`src/rtl/timer_regs_ctrl_pkg.sv`:
```
// Shared definitions for the DMG timer register block: register offsets,
// FSM states and TAC tap-select codes.
package timer_regs_ctrl_pkg;

  localparam logic [1:0] REG_DIV  = 2'd0;
  localparam logic [1:0] REG_TIMA = 2'd1;
  localparam logic [1:0] REG_TMA  = 2'd2;
  localparam logic [1:0] REG_TAC  = 2'd3;

  typedef enum logic [1:0] {
    ST_IDLE    = 2'd0,
    ST_PENDING = 2'd1,
    ST_RELOAD  = 2'd2
  } timer_state_e;

  typedef enum logic [1:0] {
    TAP_CNT7 = 2'b00,
    TAP_CNT1 = 2'b01,
    TAP_CNT3 = 2'b10,
    TAP_CNT5 = 2'b11
  } tap_sel_e;

  function automatic logic tapBit(input logic [7:0] cntLow, input tap_sel_e sel);
    case (sel)
      TAP_CNT7: return cntLow[7];
      TAP_CNT1: return cntLow[1];
      TAP_CNT3: return cntLow[3];
      default:  return cntLow[5];
    endcase
  endfunction

endpackage

```
`src/rtl/timer_regs_ctrl_if.sv`:
```
// CPU-side memory bus for the timer register block.
interface timer_regs_ctrl_if;
  logic [15:0] mcuAddr;
  logic        mcuWe;
  logic [7:0]  mcuWriteData;
  logic [7:0]  mcuReadData;
  logic        mcuHit;

  modport master (output mcuAddr, mcuWe, mcuWriteData, input mcuReadData, mcuHit);
  modport slave  (input mcuAddr, mcuWe, mcuWriteData, output mcuReadData, mcuHit);
endinterface

```
`src/rtl/timer_edge_select.sv`:
```
// TAC tap mux plus falling-edge detector producing the TIMA increment pulse.
// TIMER_DIV_GLITCH_EN: falls caused by DIV/TAC writes also increment TIMA.
module timer_edge_select import timer_regs_ctrl_pkg::*; (
  input  logic       iClock,
  input  logic       iReset,
  input  logic       iTick,
  input  logic [7:0] iCntLow,
  input  logic [2:0] iTacNext,
  input  logic       iResync,
  output logic       oInc
);
  logic timerIn, timerInQ, fall;

  // Edge register follows the next-state timer input every clock, so the
  // non-glitch build resyncs simply by masking write-induced falls.
  assign timerIn = iTacNext[2] & tapBit(iCntLow, tap_sel_e'(iTacNext[1:0]));
  assign fall    = timerInQ & ~timerIn;

`ifdef TIMER_DIV_GLITCH_EN
  assign oInc = fall & (iTick | iResync);
`else
  assign oInc = fall & iTick & ~iResync;
`endif

  always_ff @(posedge iClock or posedge iReset)
    if (iReset) timerInQ <= 1'b0;
    else        timerInQ <= timerIn;

endmodule

```
`src/rtl/timer_regs_ctrl.sv`:
```
// DMG timer: DIV/TIMA/TMA/TAC registers, bus decode and overflow/reload FSM.
// Optional macro TIMER_DIV_GLITCH_EN enables write-induced TIMA increments.
module timer_regs_ctrl import timer_regs_ctrl_pkg::*; #(
  parameter logic [15:0] BASE_ADDR = 16'hFF04,
  parameter int          SYS_CNT_W = 14
) (
  input  logic             iClock,
  input  logic             iReset,
  input  logic             iTick,
  timer_regs_ctrl_if.slave bus,
  output logic             oInterrupt0x50
);
  logic [SYS_CNT_W-1:0] sysCnt, sysCntNext;
  logic [7:0]  tima, timaNext, timaBase, tma, tmaNext;
  logic [2:0]  tac, tacNext;
  logic [15:0] offset;
  logic [1:0]  regSel;
  logic        divWr, timaWr, tmaWr, tacWr, timerInc, irqNext;
  timer_state_e state, stateNext;

  assign offset     = bus.mcuAddr - BASE_ADDR;
  assign bus.mcuHit = (offset[15:2] == 14'd0);
  assign regSel     = offset[1:0];
  assign divWr  = bus.mcuWe & bus.mcuHit & (regSel == REG_DIV);
  assign timaWr = bus.mcuWe & bus.mcuHit & (regSel == REG_TIMA);
  assign tmaWr  = bus.mcuWe & bus.mcuHit & (regSel == REG_TMA);
  assign tacWr  = bus.mcuWe & bus.mcuHit & (regSel == REG_TAC);

  assign sysCntNext = divWr ? '0 : sysCnt + SYS_CNT_W'(iTick);
  assign tacNext    = tacWr ? bus.mcuWriteData[2:0] : tac;
  assign tmaNext    = tmaWr ? bus.mcuWriteData : tma;

  always_comb begin
    bus.mcuReadData = 8'hFF;
    if (bus.mcuHit)
      case (regSel)
        REG_DIV:  bus.mcuReadData = sysCnt[SYS_CNT_W-1 -: 8];
        REG_TIMA: bus.mcuReadData = tima;
        REG_TMA:  bus.mcuReadData = tma;
        default:  bus.mcuReadData = {5'b11111, tac};
      endcase
  end

  timer_edge_select uEdge (
    .iClock   (iClock),
    .iReset   (iReset),
    .iTick    (iTick),
    .iCntLow  (sysCntNext[7:0]),
    .iTacNext (tacNext),
    .iResync  (divWr | tacWr),
    .oInc     (timerInc)
  );

  always_comb begin
    stateNext = state;
    timaNext  = tima;
    timaBase  = tima;
    irqNext   = 1'b0;
    case (state)
      ST_IDLE:
        if (timaWr) timaNext = bus.mcuWriteData;
        else if (timerInc) begin
          if (tima == 8'hFF) begin
            timaNext  = 8'h00;
            stateNext = ST_PENDING;
          end else timaNext = tima + 8'd1;
        end
      ST_PENDING:
        if (timaWr) begin
          timaNext  = bus.mcuWriteData;
          stateNext = ST_IDLE;
        end else if (iTick) begin
          timaNext  = tmaNext;
          irqNext   = 1'b1;
          stateNext = ST_RELOAD;
        end
      ST_RELOAD: begin
        // TIMA writes are dropped here; a TMA write lands in both registers.
        timaBase = tmaWr ? bus.mcuWriteData : tima;
        if (iTick) stateNext = ST_IDLE;
        if (timerInc && timaBase == 8'hFF) begin
          timaNext  = 8'h00;
          stateNext = ST_PENDING;
        end else timaNext = timaBase + {7'd0, timerInc};
      end
      default: stateNext = ST_IDLE;
    endcase
  end

  always_ff @(posedge iClock or posedge iReset)
    if (iReset) begin
      sysCnt         <= '0;
      tima           <= 8'h00;
      tma            <= 8'h00;
      tac            <= 3'b000;
      state          <= ST_IDLE;
      oInterrupt0x50 <= 1'b0;
    end else begin
      sysCnt         <= sysCntNext;
      tima           <= timaNext;
      tma            <= tmaNext;
      tac            <= tacNext;
      state          <= stateNext;
      oInterrupt0x50 <= irqNext;
    end

endmodule

```
`src/flat_wrapper.sv`:
```
// flat-port wrapper written by rule: the top's interface ports become plain ports
module timer_regs_ctrl_flat import timer_regs_ctrl_pkg::*;
#(
  parameter logic [15:0] BASE_ADDR = 16'hFF04,
  parameter int          SYS_CNT_W = 14
)
  (iClock, iReset, iTick, oInterrupt0x50, bus_mcuAddr, bus_mcuWe, bus_mcuWriteData, bus_mcuReadData, bus_mcuHit);
  timer_regs_ctrl_if bus_i ();
  input  logic iClock;
  input  logic iReset;
  input  logic iTick;
  output logic oInterrupt0x50;
  input wire logic [$bits(bus_i.mcuAddr)-1:0] bus_mcuAddr;
  input wire logic [$bits(bus_i.mcuWe)-1:0] bus_mcuWe;
  input wire logic [$bits(bus_i.mcuWriteData)-1:0] bus_mcuWriteData;
  output wire logic [$bits(bus_i.mcuReadData)-1:0] bus_mcuReadData;
  output wire logic [$bits(bus_i.mcuHit)-1:0] bus_mcuHit;
  assign bus_i.mcuAddr = bus_mcuAddr;
  assign bus_i.mcuWe = bus_mcuWe;
  assign bus_i.mcuWriteData = bus_mcuWriteData;
  assign bus_mcuReadData = bus_i.mcuReadData;
  assign bus_mcuHit = bus_i.mcuHit;
  timer_regs_ctrl #(.BASE_ADDR(BASE_ADDR), .SYS_CNT_W(SYS_CNT_W)) u_core (.iClock(iClock), .iReset(iReset), .iTick(iTick), .bus(bus_i), .oInterrupt0x50(oInterrupt0x50));
endmodule
```
`config.mk`:
```
export PLATFORM = sky130hd
export DESIGN_NAME = timer_regs_ctrl_flat
export DESIGN_NICKNAME = d
export VERILOG_FILES = /design/src/rtl/timer_regs_ctrl_pkg.sv /design/src/rtl/timer_regs_ctrl_if.sv /design/src/rtl/timer_edge_select.sv /design/src/rtl/timer_regs_ctrl.sv /design/src/flat_wrapper.sv
export SDC_FILE = /design/constraint.sdc
export NUM_CORES = 1
export LEC_CHECK = 0
export CAP_MARGIN = 20
export CORE_MARGIN = 2
export CORE_UTILIZATION = 56
export DETAILED_ROUTE_END_ITERATION = 6
export PLACE_DENSITY = 0.86
export SLEW_MARGIN = 40
export SYNTH_ARGS = -nofsm -noshare
export SYNTH_HDL_FRONTEND = slang
export SYNTH_HIERARCHICAL = 1
export SYNTH_SLANG_ARGS = --single-unit
```
`constraint.sdc`:
```
create_clock -name iClock -period 3.3 [get_ports iClock]
set_input_delay 0.33 -clock iClock [delete_from_list [all_inputs] [get_ports iClock]]
set_output_delay 0.33 -clock iClock [all_outputs]
set_load 0.05 [all_outputs]
```
Yosys cells after proc, flatten, opt, wreduce, memory -nomap -nowiden
Index checks and enable logic that the tools add are counted.

Bitwise logic cells: 12. Muxes and demuxes: 25. Add/sub/neg operators: 4. Equality and inequality tests: 15. Reductions and logical operators: 8.

Operators by type and width (number): $mux W8 (9); $pmux W8 S3 (2); $eq A8 B8 Y1 const B (2); $sub A16 B16 Y16 const B (1); $add A14 B1 Y14 (1); $logic_not A14 Y1 (1); $mux W14 (1); $mux W2 (7); $and A1 B1 Y1 (9); $add A8 B1 Y8 (1); $add A8 B1 Y8 const B (1); $eq A2 B2 Y1 const B (4); $eq A2 B1 Y1 const B (3); $logic_not A2 Y1 (3); $ne A3 B2 Y1 const B (2); $pmux W2 S3 (1); $reduce_and A5 Y1 (1); $ne A2 B1 Y1 const B (2); $mux W1 (3); $mux W3 (1); $ne A3 B1 Y1 const B (1); $pmux W1 S3 (1); $reduce_and A3 Y1 (1); $reduce_bool A3 Y1 (1); 4 further kinds (5).

Output and inout bits: 10. Logic and storage cells: 71. Register bits after elaboration: 37.

Longest topological paths before layout
Gate-level depths: netlist (run 1).

Depth after elaboration: 15. Mapped depth: 19. Gate-level depth less buffers: 17.

Hierarchy
The synthesis (run 1) kept the hierarchy.

By module, submodules not included: timer_regs_ctrl (sequential area each 900.9 µm², times used 1, cells an instance 308, area an instance 2708.8 µm²); timer_edge_select (sequential area each 25.0 µm², times used 1, cells an instance 9, area an instance 85.1 µm²).

Worst setup path before layout (run 1)
No wires, ideal clock.

Path kind: input -> register. Start: input port bus_mcuAddr[3]. End: register u_core.tima[4]. Setup slack: -0.824 ns. Cell stages on the path: 18. Arrival: 4.020 ns. Cells stage by stage: or4b_1 > or4_4 > buf_6 > clkinv_2 > nand2_1 > nor3_1 > buf_2 > nor2_1 > mux2i_1 > o22ai_2 > nor3_2 > ha_1 > ha_1 > nand3_1 > xor2_1 > mux2i_1 > a22oi_1 > a221oi_1.

Elaborated cells between the ends (all ways): 33.

RTL lines: start, declared (RTL line flat_wrapper.sv:13) `input wire logic [$bits(bus_i.mcuAddr)-1:0] bus_mcuAddr;`; $sub A16 B16 Y16 * (RTL line timer_regs_ctrl.sv:21) `assign offset = bus.mcuAddr - BASE_ADDR;`; $logic_not A14 Y1 * (RTL line timer_regs_ctrl.sv:22) `assign bus.mcuHit = (offset[15:2] == 14'd0);`; $and A1 B1 Y1 * (2 in series) (RTL line timer_regs_ctrl.sv:24) `assign divWr = bus.mcuWe & bus.mcuHit & (regSel == REG_DIV);`; $mux W14 * (RTL line timer_regs_ctrl.sv:29) `assign sysCntNext = divWr ? '0 : sysCnt + SYS_CNT_W'(iTick);`; named net u_core.sysCntNext[5] (RTL line timer_regs_ctrl.sv:13) `logic [SYS_CNT_W-1:0] sysCnt, sysCntNext;`; $pmux W1 S3 * (RTL line timer_regs_ctrl_pkg.sv:24) `case (sel)`; $and A1 B1 Y1 * (RTL line timer_edge_select.sv:16) `assign timerIn = iTacNext[2] & tapBit(iCntLow, tap_sel_e'(iTacNext[1:0]));`; named net u_core.uEdge.timerIn (RTL line timer_edge_select.sv:12) `logic timerIn, timerInQ, fall;`; $not A1 Y1 * (RTL line timer_edge_select.sv:17) `assign fall = timerInQ & ~timerIn;`; $and A1 B1 Y1 * (RTL line timer_edge_select.sv:17); $and A1 B1 Y1 * (2 in series) (RTL line timer_edge_select.sv:22) `assign oInc = fall & iTick & ~iResync;`; named net u_core.timerInc (RTL line timer_regs_ctrl.sv:18) `logic divWr, timaWr, tmaWr, tacWr, timerInc, irqNext;`; $add A8 B1 Y8 / $logic_and A1 B1 Y1 (equally long branches) (RTL line timer_regs_ctrl.sv:84, timer_regs_ctrl.sv:81); $mux W8 (RTL line timer_regs_ctrl.sv:81) `if (timerInc && timaBase == 8'hFF) begin`; $pmux W8 S3 (RTL line timer_regs_ctrl.sv:59) `case (state)`; end signal, assigned (RTL line timer_regs_ctrl.sv:100) `tima <= timaNext;`; end, declared (RTL line timer_regs_ctrl.sv:14) `logic [7:0] tima, timaNext, timaBase, tma, tmaNext;`.

Mark *: on every way through the listed nets, which the timed path passes. The rest lies on a longest branch. The select of a mux whose other input is x is not followed. A chain may end at the register's enable or synchronous reset.

Worst setup path in the final report (run 1)
Start: input port bus_mcuAddr[4]. End: register u_core.tima[1].

Longest elaborated chain between the ends: 15. Elaborated cells between the ends (all ways): 33.

Ends and longest elaborated chain: $sub A16 B16 Y16 * (RTL line timer_regs_ctrl.sv:21); $logic_not A14 Y1 * (RTL line timer_regs_ctrl.sv:22); $and A1 B1 Y1 * (2 in series) (RTL line timer_regs_ctrl.sv:27) `assign tacWr = bus.mcuWe & bus.mcuHit & (regSel == REG_TAC);`; $mux W3 * (RTL line timer_regs_ctrl.sv:30) `assign tacNext = tacWr ? bus.mcuWriteData[2:0] : tac;`; named net u_core.tacNext[1] (RTL line timer_regs_ctrl.sv:15) `logic [2:0] tac, tacNext;`; $eq A2 B2 Y1, or another cell as far along (RTL line timer_regs_ctrl_pkg.sv:24); $pmux W1 S3 * (RTL line timer_regs_ctrl_pkg.sv:24); $and A1 B1 Y1 * (RTL line timer_edge_select.sv:16); named net u_core.uEdge.timerIn (RTL line timer_edge_select.sv:12); $not A1 Y1 * (RTL line timer_edge_select.sv:17); $and A1 B1 Y1 * (RTL line timer_edge_select.sv:17); $and A1 B1 Y1 * (2 in series) (RTL line timer_edge_select.sv:22); named net u_core.timerInc (RTL line timer_regs_ctrl.sv:18); $add A8 B1 Y8 / $logic_and A1 B1 Y1 (equally long branches) (RTL line timer_regs_ctrl.sv:84, timer_regs_ctrl.sv:81); $mux W8 (RTL line timer_regs_ctrl.sv:81); $pmux W8 S3 (RTL line timer_regs_ctrl.sv:59).

Marked as above.

==> impl_metrics.py, run 1 <==
metrics = {
    "final_layout": {
        "antenna_cells": 0,
        "final_common_cell": "nand2_1",
        "num-nets-final": 426,
        "layoutNonFillerInstCount": 455,
        "layout-drive-gt1-share_pct": 32.2,
        "layout_common_cells": "nand2_1, buf_4, dfrtp_1",
        "area_growth_pct": 37.9,
        "utilization_pct": 81.0,
    },
    "synthesis": {
        "ys_async_sr_fraction_pct": 100,
        "synth_area_leaders": "dfrtp_1, nand2_1, mux2_2",
        "synthMuxAreaShare_pct": 10.9,
        "synthSimpleGateAreaFrac_pct": 25.3,
        "synth_top_area_share_pct": 33.1,
        "synth_compound_area_share_pct": 15.2,
        "syn-instance-count": 317,
        "synth_xor_area_share_pct": 6.90,
        "synth.avg_cell_area_sq_um": 8.81,
        "synthesis.area_sq_um": 2790,
        "ys_seq_elements": 37,
        "synth.distinct_cells": 59,
        "yosys.area.top_type": "dfrtp_1",
        "syn_nets": 355,
        "synth_top_family_by_area": "simple AND/OR/NAND/NOR gates",
        "yosys.area_share.adder_pct": 4.48,
        "synth_edf_count": 0,
        "ys_seq_area_share_pct": 33.1,
        "synth_ff_type": "dfrtp_1",
        "ys_warn_count": 6,
    },
    "pwr": {
        "ir_worst_vdd_mv": 0.410,
        "power_density_nw_per_um2": 301,
        "p_leak_nw": 1.69,
    },
    "global_route": {
        "grt_max_degree": 37,
        "grt_pass1_vias": 2812,
        "track_usage_pct": 34.5,
        "use_met3_pct": 7.36,
        "grt_busiest_layer": "met2",
        "grt_overflow": 0,
        "met2_usage_pct": 55.5,
        "grt_pass1_wl_um": 14100,
        "antenna_found_initial": 0,
        "grt_use_met1_pct": 42.6,
    },
    "worst_hold_path": {
        "hp-class": "in2async",
    },
    "clocking": {
        "clkTransAtPathRegs_ns": 0.07,
        "numClockSinks": 37,
        "root_buffer": "clkbuf_8",
        "cts.path.max_buffers": 2,
        "tritoncts": "yes",
        "htreeDepth": 2,
        "clk-insertion-delay-late_ns": 0.29,
        "numCtsBuffers": 5,
    },
    "critical_path": {
        "r2r_start": "u_core/sysCnt[0]",
        "cp.required_ns": 3.45,
        "path_class": "in2reg",
        "cp.arrival_ns": 4.01,
        "worst_setup_path_start_kind": "input pin",
        "r2r_end": "u_core/tima[1]",
        "worstSetupStartpoint": "bus_mcuAddr[4]",
        "path_max_fanout": 4,
        "r2r_slack_ns": -0.06,
        "crit_end": "u_core/tima[1]",
        "endpoint_kind": "register",
        "rr_worst_depth": 15,
    },
    "route": {
        "vias": 3075,
        "via_per_inst": 6.76,
        "post-route-drc-count": 0,
        "routed_wirelength_um": 9940,
        "ant_nets": 0,
        "drt_iter0_markers": 534,
        "dr.pass1.iters": 7,
        "wire_per_inst_um": 21.8,
    },
    "job": {
        "drv_cap": 0,
    },
    "die": {
        "row_count": 25,
        "dieArea_sq_um": 5570,
        "core_area_sq_um": 4750,
        "die_h_um": 74.6,
        "dieWidth_um": 74.6,
        "initial_utilization_pct": 58.8,
        "io_pins": 38,
    },
    "sta": {
        "fin_ws_ns": -0.563,
        "post-route-period-util_pct": 117,
        "hold_viol": 0,
        "fmaxAchievable_mhz": 259,
        "fin_crit_ns": 3.86,
        "finalSetupViolCount": 10,
        "worst_pin_slew_ns": 0.625,
        "slew_viol_final": 0,
        "slew_headroom_pct": 58.1,
        "rsz0062_at_grt": "true",
        "skew_ns": 0.00555,
    },
    "placed_design": {
        "dp_hpwl_um": 5900,
        "placed_cells": 439,
        "place_congestion": 0.967,
        "portBuffers": 37,
    },
    "status": {
        "violations": "setup timing",
        "status": "complete, but fails checks",
    },
}
synth_stat cells, types with 2 or more instances:
| cell type | number |
|---|---|
| a221oi_1 | 5 |
| xor2_1 | 15 |
| o211ai_1 | 2 |
| nor3_1 | 10 |
| nand4_1 | 5 |
| and3_1 | 6 |
| mux2i_1 | 8 |
| o21ai_0 | 11 |
| a22oi_1 | 2 |
| nand2b_1 | 7 |
| clkbuf_1 | 7 |
| and4_1 | 2 |
| a21boi_0 | 2 |
| and2_1 | 2 |
| nor2b_1 | 4 |
| mux4_2 | 3 |
| dfrtp_1 | 37 |
| o22ai_1 | 5 |
| nand2_1 | 54 |
| a21oi_1 | 8 |
| nand3_1 | 16 |
| or3_1 | 5 |
| ha_1 | 10 |
| mux2_2 | 13 |
| inv_1 | 11 |
| xnor2_1 | 7 |
| a211oi_1 | 5 |
| buf_2 | 5 |
| o31ai_1 | 3 |
| nor2_1 | 18 |
kinds of logic (layout without fill, tap and decap cells):
logic type | Yosys count | count (layout)
buf+inv | 26 | 97
compound gates | 57 | 57
xor+xnor | 22 | 22
mux | 25 | 25
flops | 37 | 37
fa+ha+maj | 10 | 10
simple gates | 140 | 140
final cells by class:
class / instances / area (sq um)
multi-input combinational: 254 / 2030
sequential: 37 / 926
fill: 291 / 902
timing repair buffer: 78 / 647
tap: 67 / 83.8
clock buffer: 5 / 68.8
inverter: 12 / 57.6
clock inverter: 2 / 35.0
repair_timing:
item | CTS | global route
setup endpoints to repair | 10 | 10
hold buffers | 0 | 0
resized for setup | 38 | 32
cloned | 0 | 0
buffers inserted | 6 | 6
pin swaps | 14 | 16
worst max-delay path, cell delays in order:
cell and delay [ns]:
buf_6 0.09, or4b_1 0.50, or4_4 0.48, clkinv_8 0.06, nand4_1 0.19, mux2_4 0.41
mux2i_4 0.22, o22ai_4 0.12, nor3_4 0.20, buf_4 0.15, nand3_1 0.10, nor3_2 0.36
o21ai_2 0.19, and3_4 0.24, a221oi_2 0.25, o31ai_1 0.11
how the worst min path moves through the flow:
stage	slack, ns	startpoint	depth (start not counted)	to
floorplan	0.06	iReset	1	u_core/uEdge/timerInQ
global placement	0.47	u_core/tma[4]	2	u_core/tma[4]
detailed placement	0.47	u_core/tma[4]	2	u_core/tma[4]
CTS	0.19	iReset	2	u_core/uEdge/timerInQ
global route	0.19	iReset	2	u_core/uEdge/timerInQ
finish	0.19	iReset	2	u_core/uEdge/timerInQ
metal layers:
metal,wire [um],share of wire (%),vias up
li1,-,-,1283
met4,676,6.8,0
met2,4580,46,283
met1,3650,37,1424
met5,0,0,-
met3,1040,10,85
power by group:
group	switching, mW	internal [mW]	leakage (nW)	total, mW
clock network	0.161	0.220	0.0540	0.381
logic	0.133	0.108	1.13	0.241
registers	0.0427	0.495	0.505	0.538
total	0.337	0.823	1.69	1.16
registers in the layout (all words and copies together) (netlist names):
register / cells
u_core/oInterrupt0x50: 1
u_core/state: 2
u_core/tac: 3
u_core/tma: 8
u_core/uEdge/timerInQ: 1
u_core/sysCnt: 14
u_core/tima: 8
per-stage QoR:
stage | TNS (ns) | hold slack [ns] | cell area [sq um] | power (mW) | setup WS [ns]
after CTS | -2.63 | 0.189 | 3690 | 1.11 | -0.350
final | -4.38 | 0.192 | 3850 | 1.16 | -0.563
after detailed placement | -9.92 | 0.473 | 3470 | 0.727 | -1.06
after global placement | -8.61 | 0.468 | 3470 | 0.719 | -0.957
after global routing | -4.95 | 0.185 | 3850 | 1.20 | -0.586
after floorplan | -4.82 | 0.0587 | 2870 | 0.634 | -0.573
(Power assumes the default switching activity.)
==> run 2: changes to the inputs <==
==> constraint.sdc (replaced) <==
create_clock -name iClock -period 3.3 [get_ports iClock]
set_input_delay 0.33 -clock iClock [delete_from_list [all_inputs] [get_ports iClock]]
set_output_delay 0.33 -clock iClock [all_outputs]
set_load 0.02 [all_outputs]
==> impl_metrics.py, run 2 (synthesis results as in run 1) <==
metrics = {
    "route": {
        "via_per_inst": 6.67,
        "wl_met2_um": 4750,
        "routed_wirelength_um": 9910,
        "wl_met1_um": 3620,
        "vias": 3074,
        "ant_nets": 0,
        "dr.pass1.iters": 7,
        "wire_per_inst_um": 21.5,
        "drt_iter0_markers": 480,
        "wl_met3_um": 970,
        "post-route-drc-count": 1,
        "maxUsedRoutingLayer": "met4",
    },
    "final_layout": {
        "num-nets-final": 432,
        "largest_reg_flops": 14,
        "area_growth_pct": 40.0,
        "final_common_cell": "nand2_1",
        "stdcell_area_sq_um": 3910,
        "layout-drive-gt1-share_pct": 30.7,
        "reg_top3": "u_core/sysCnt: 14 flops, u_core/tima: 8 flops, u_core/tma: 8 flops",
        "regMostFlops": "u_core/sysCnt",
        "utilization_pct": 82.3,
        "fillers": 266,
        "layoutNonFillerInstCount": 461,
        "antenna_cells": 0,
        "layout_common_cells": "nand2_1, buf_4, dfrtp_1",
    },
    "worst_hold_path": {
        "hp-class": "in2async",
    },
    "die": {
        "row_count": 25,
        "core_area_sq_um": 4750,
        "dieArea_sq_um": 5570,
        "initial_utilization_pct": 58.8,
        "die_h_um": 74.6,
        "dieWidth_um": 74.6,
        "io_pins": 38,
    },
    "global_route": {
        "grt_overflow": 0,
        "grt_pass1_vias": 2795,
        "track_usage_pct": 34.0,
        "grt_pass1_wl_um": 14000,
        "grt_max_degree": 37,
        "antenna_found_initial": 0,
    },
    "pwr": {
        "p_comb_share_pct": 21.0,
        "power_density_nw_per_um2": 296,
        "switching_share_pct": 28.9,
        "p_leak_nw": 1.73,
        "p_sw_uw": 334,
        "p_int_uw": 822,
        "total_power_mw": 1.16,
        "ir_worst_vdd_mv": 0.291,
        "power.share.sequential_pct": 46.1,
        "clkPwrFrac_pct": 33.0,
    },
    "sta": {
        "fin_ws_ns": -0.577,
        "whs_ns": 0.192,
        "worst_pin_slew_ns": 0.496,
        "skew_ns": 0.00235,
        "finalSetupViolCount": 10,
        "post-route-period-util_pct": 117,
        "rsz0062_at_grt": "true",
        "fin_crit_ns": 3.88,
        "slew_headroom_pct": 66.9,
        "slew_viol_final": 0,
        "fmaxAchievable_mhz": 258,
        "hold_viol": 0,
    },
    "job": {
        "drv_cap": 0,
    },
    "critical_path": {
        "endpoint_kind": "register",
        "r2r_end": "u_core/tima[1]",
        "r2r_start": "u_core/sysCnt[0]",
        "path_max_fanout": 4,
        "crit_buf_inv": 3,
        "r2r_slack_ns": -0.06,
        "cp_slowest_stage_delay_ns": 0.50,
        "cp.arrival_ns": 4.04,
        "crit_path_cell_trace": "buf_6 -> or4b_1 -> or4_4 -> clkinv_8 -> nand4_1 -> mux2_4 -> mux2i_4 -> o22ai_4 -> nor3_4 -> buf_4 -> nand3_1 -> nor3_2 -> o21ai_1 -> and3_4 -> a221oi_4 -> o31ai_1",
        "rr_worst_depth": 15,
        "cp_top_family": "simple AND/OR/NAND/NOR gates",
        "cp.required_ns": 3.46,
        "worst_setup_path_start_kind": "input pin",
        "crit_slowest_cell": "or4b_1",
        "path_class": "in2reg",
    },
    "clocking": {
        "root_buffer": "clkbuf_8",
        "cts.path.max_buffers": 2,
        "htreeDepth": 2,
        "numClockSinks": 37,
        "tritoncts": "yes",
        "cts_hold_buf": 0,
        "numCtsBuffers": 5,
        "clkTransAtPathRegs_ns": 0.07,
        "clk-insertion-delay-late_ns": 0.29,
    },
    "status": {
        "violations": "DRC, setup timing",
        "status": "complete, but fails checks",
    },
    "placed_design": {
        "dp_hpwl_um": 5940,
        "placed_cells": 442,
        "place_area_sq_um": 3510,
        "place_congestion": 0.978,
        "portBuffers": 37,
    },
}
==> run 2: metal layers <==
layer  up-vias  track usage (%)
li1       1295                -
met1      1426             44.1
met2       274             56.5
met3        79             4.42
met4         0             16.5
met5         -                0
==> run 2: layout make-up <==
class / instances / area (sq um) / area share [%]
Clock inverter: 2 / 35.0 / 0.896
Inverter: 12 / 57.6 / 1.47
Multi-Input combinational cell: 254 / 2030 / 51.9
Timing Repair Buffer: 84 / 712 / 18.2
Clock buffer: 5 / 68.8 / 1.76
Sequential cell: 37 / 926 / 23.7
Tap cell: 67 / 83.8 / 2.14
==> run 2: power by group through the flow <==
stage	clock network, mW	registers, mW	logic (mW)
after floorplan	0	0.526	0.108
after global placement	0	0.531	0.188
after detailed placement	0	0.533	0.196
after CTS	0.386	0.524	0.202
after global routing	0.404	0.535	0.257
final	0.381	0.532	0.243
==> run 2: timing repair <==
item | 4_1_cts | 5_1_grt
cloned | 0 | 0
endpoints found under the setup margin | 10 | 10
buffers inserted | 5 | 7
resized for setup | 47 | 22
pin swaps | 19 | 10
==> run 2: worst max path at each step <==
stage | startpoint | to | cells past startpoint
3_3_place_gp | bus_mcuAddr[3] | u_core/tima[4] | 17
4_1_cts | bus_mcuAddr[4] | u_core/tima[5] | 16
2_1_floorplan | bus_mcuAddr[3] | u_core/tima[1] | 15
5_1_grt | bus_mcuAddr[4] | u_core/tima[1] | 15
6_report | bus_mcuAddr[4] | u_core/tima[1] | 16
3_5_place_dp | bus_mcuAddr[3] | u_core/tima[5] | 16
==> run 2: stage by stage <==
stage          TNS, ns  setup WS, ns
2_1_floorplan    -4.82        -0.573
3_3_place_gp     -8.87        -0.999
3_5_place_dp    -10.36         -1.16
4_1_cts          -2.72        -0.405
5_1_grt          -5.04        -0.624
6_report         -4.34        -0.577
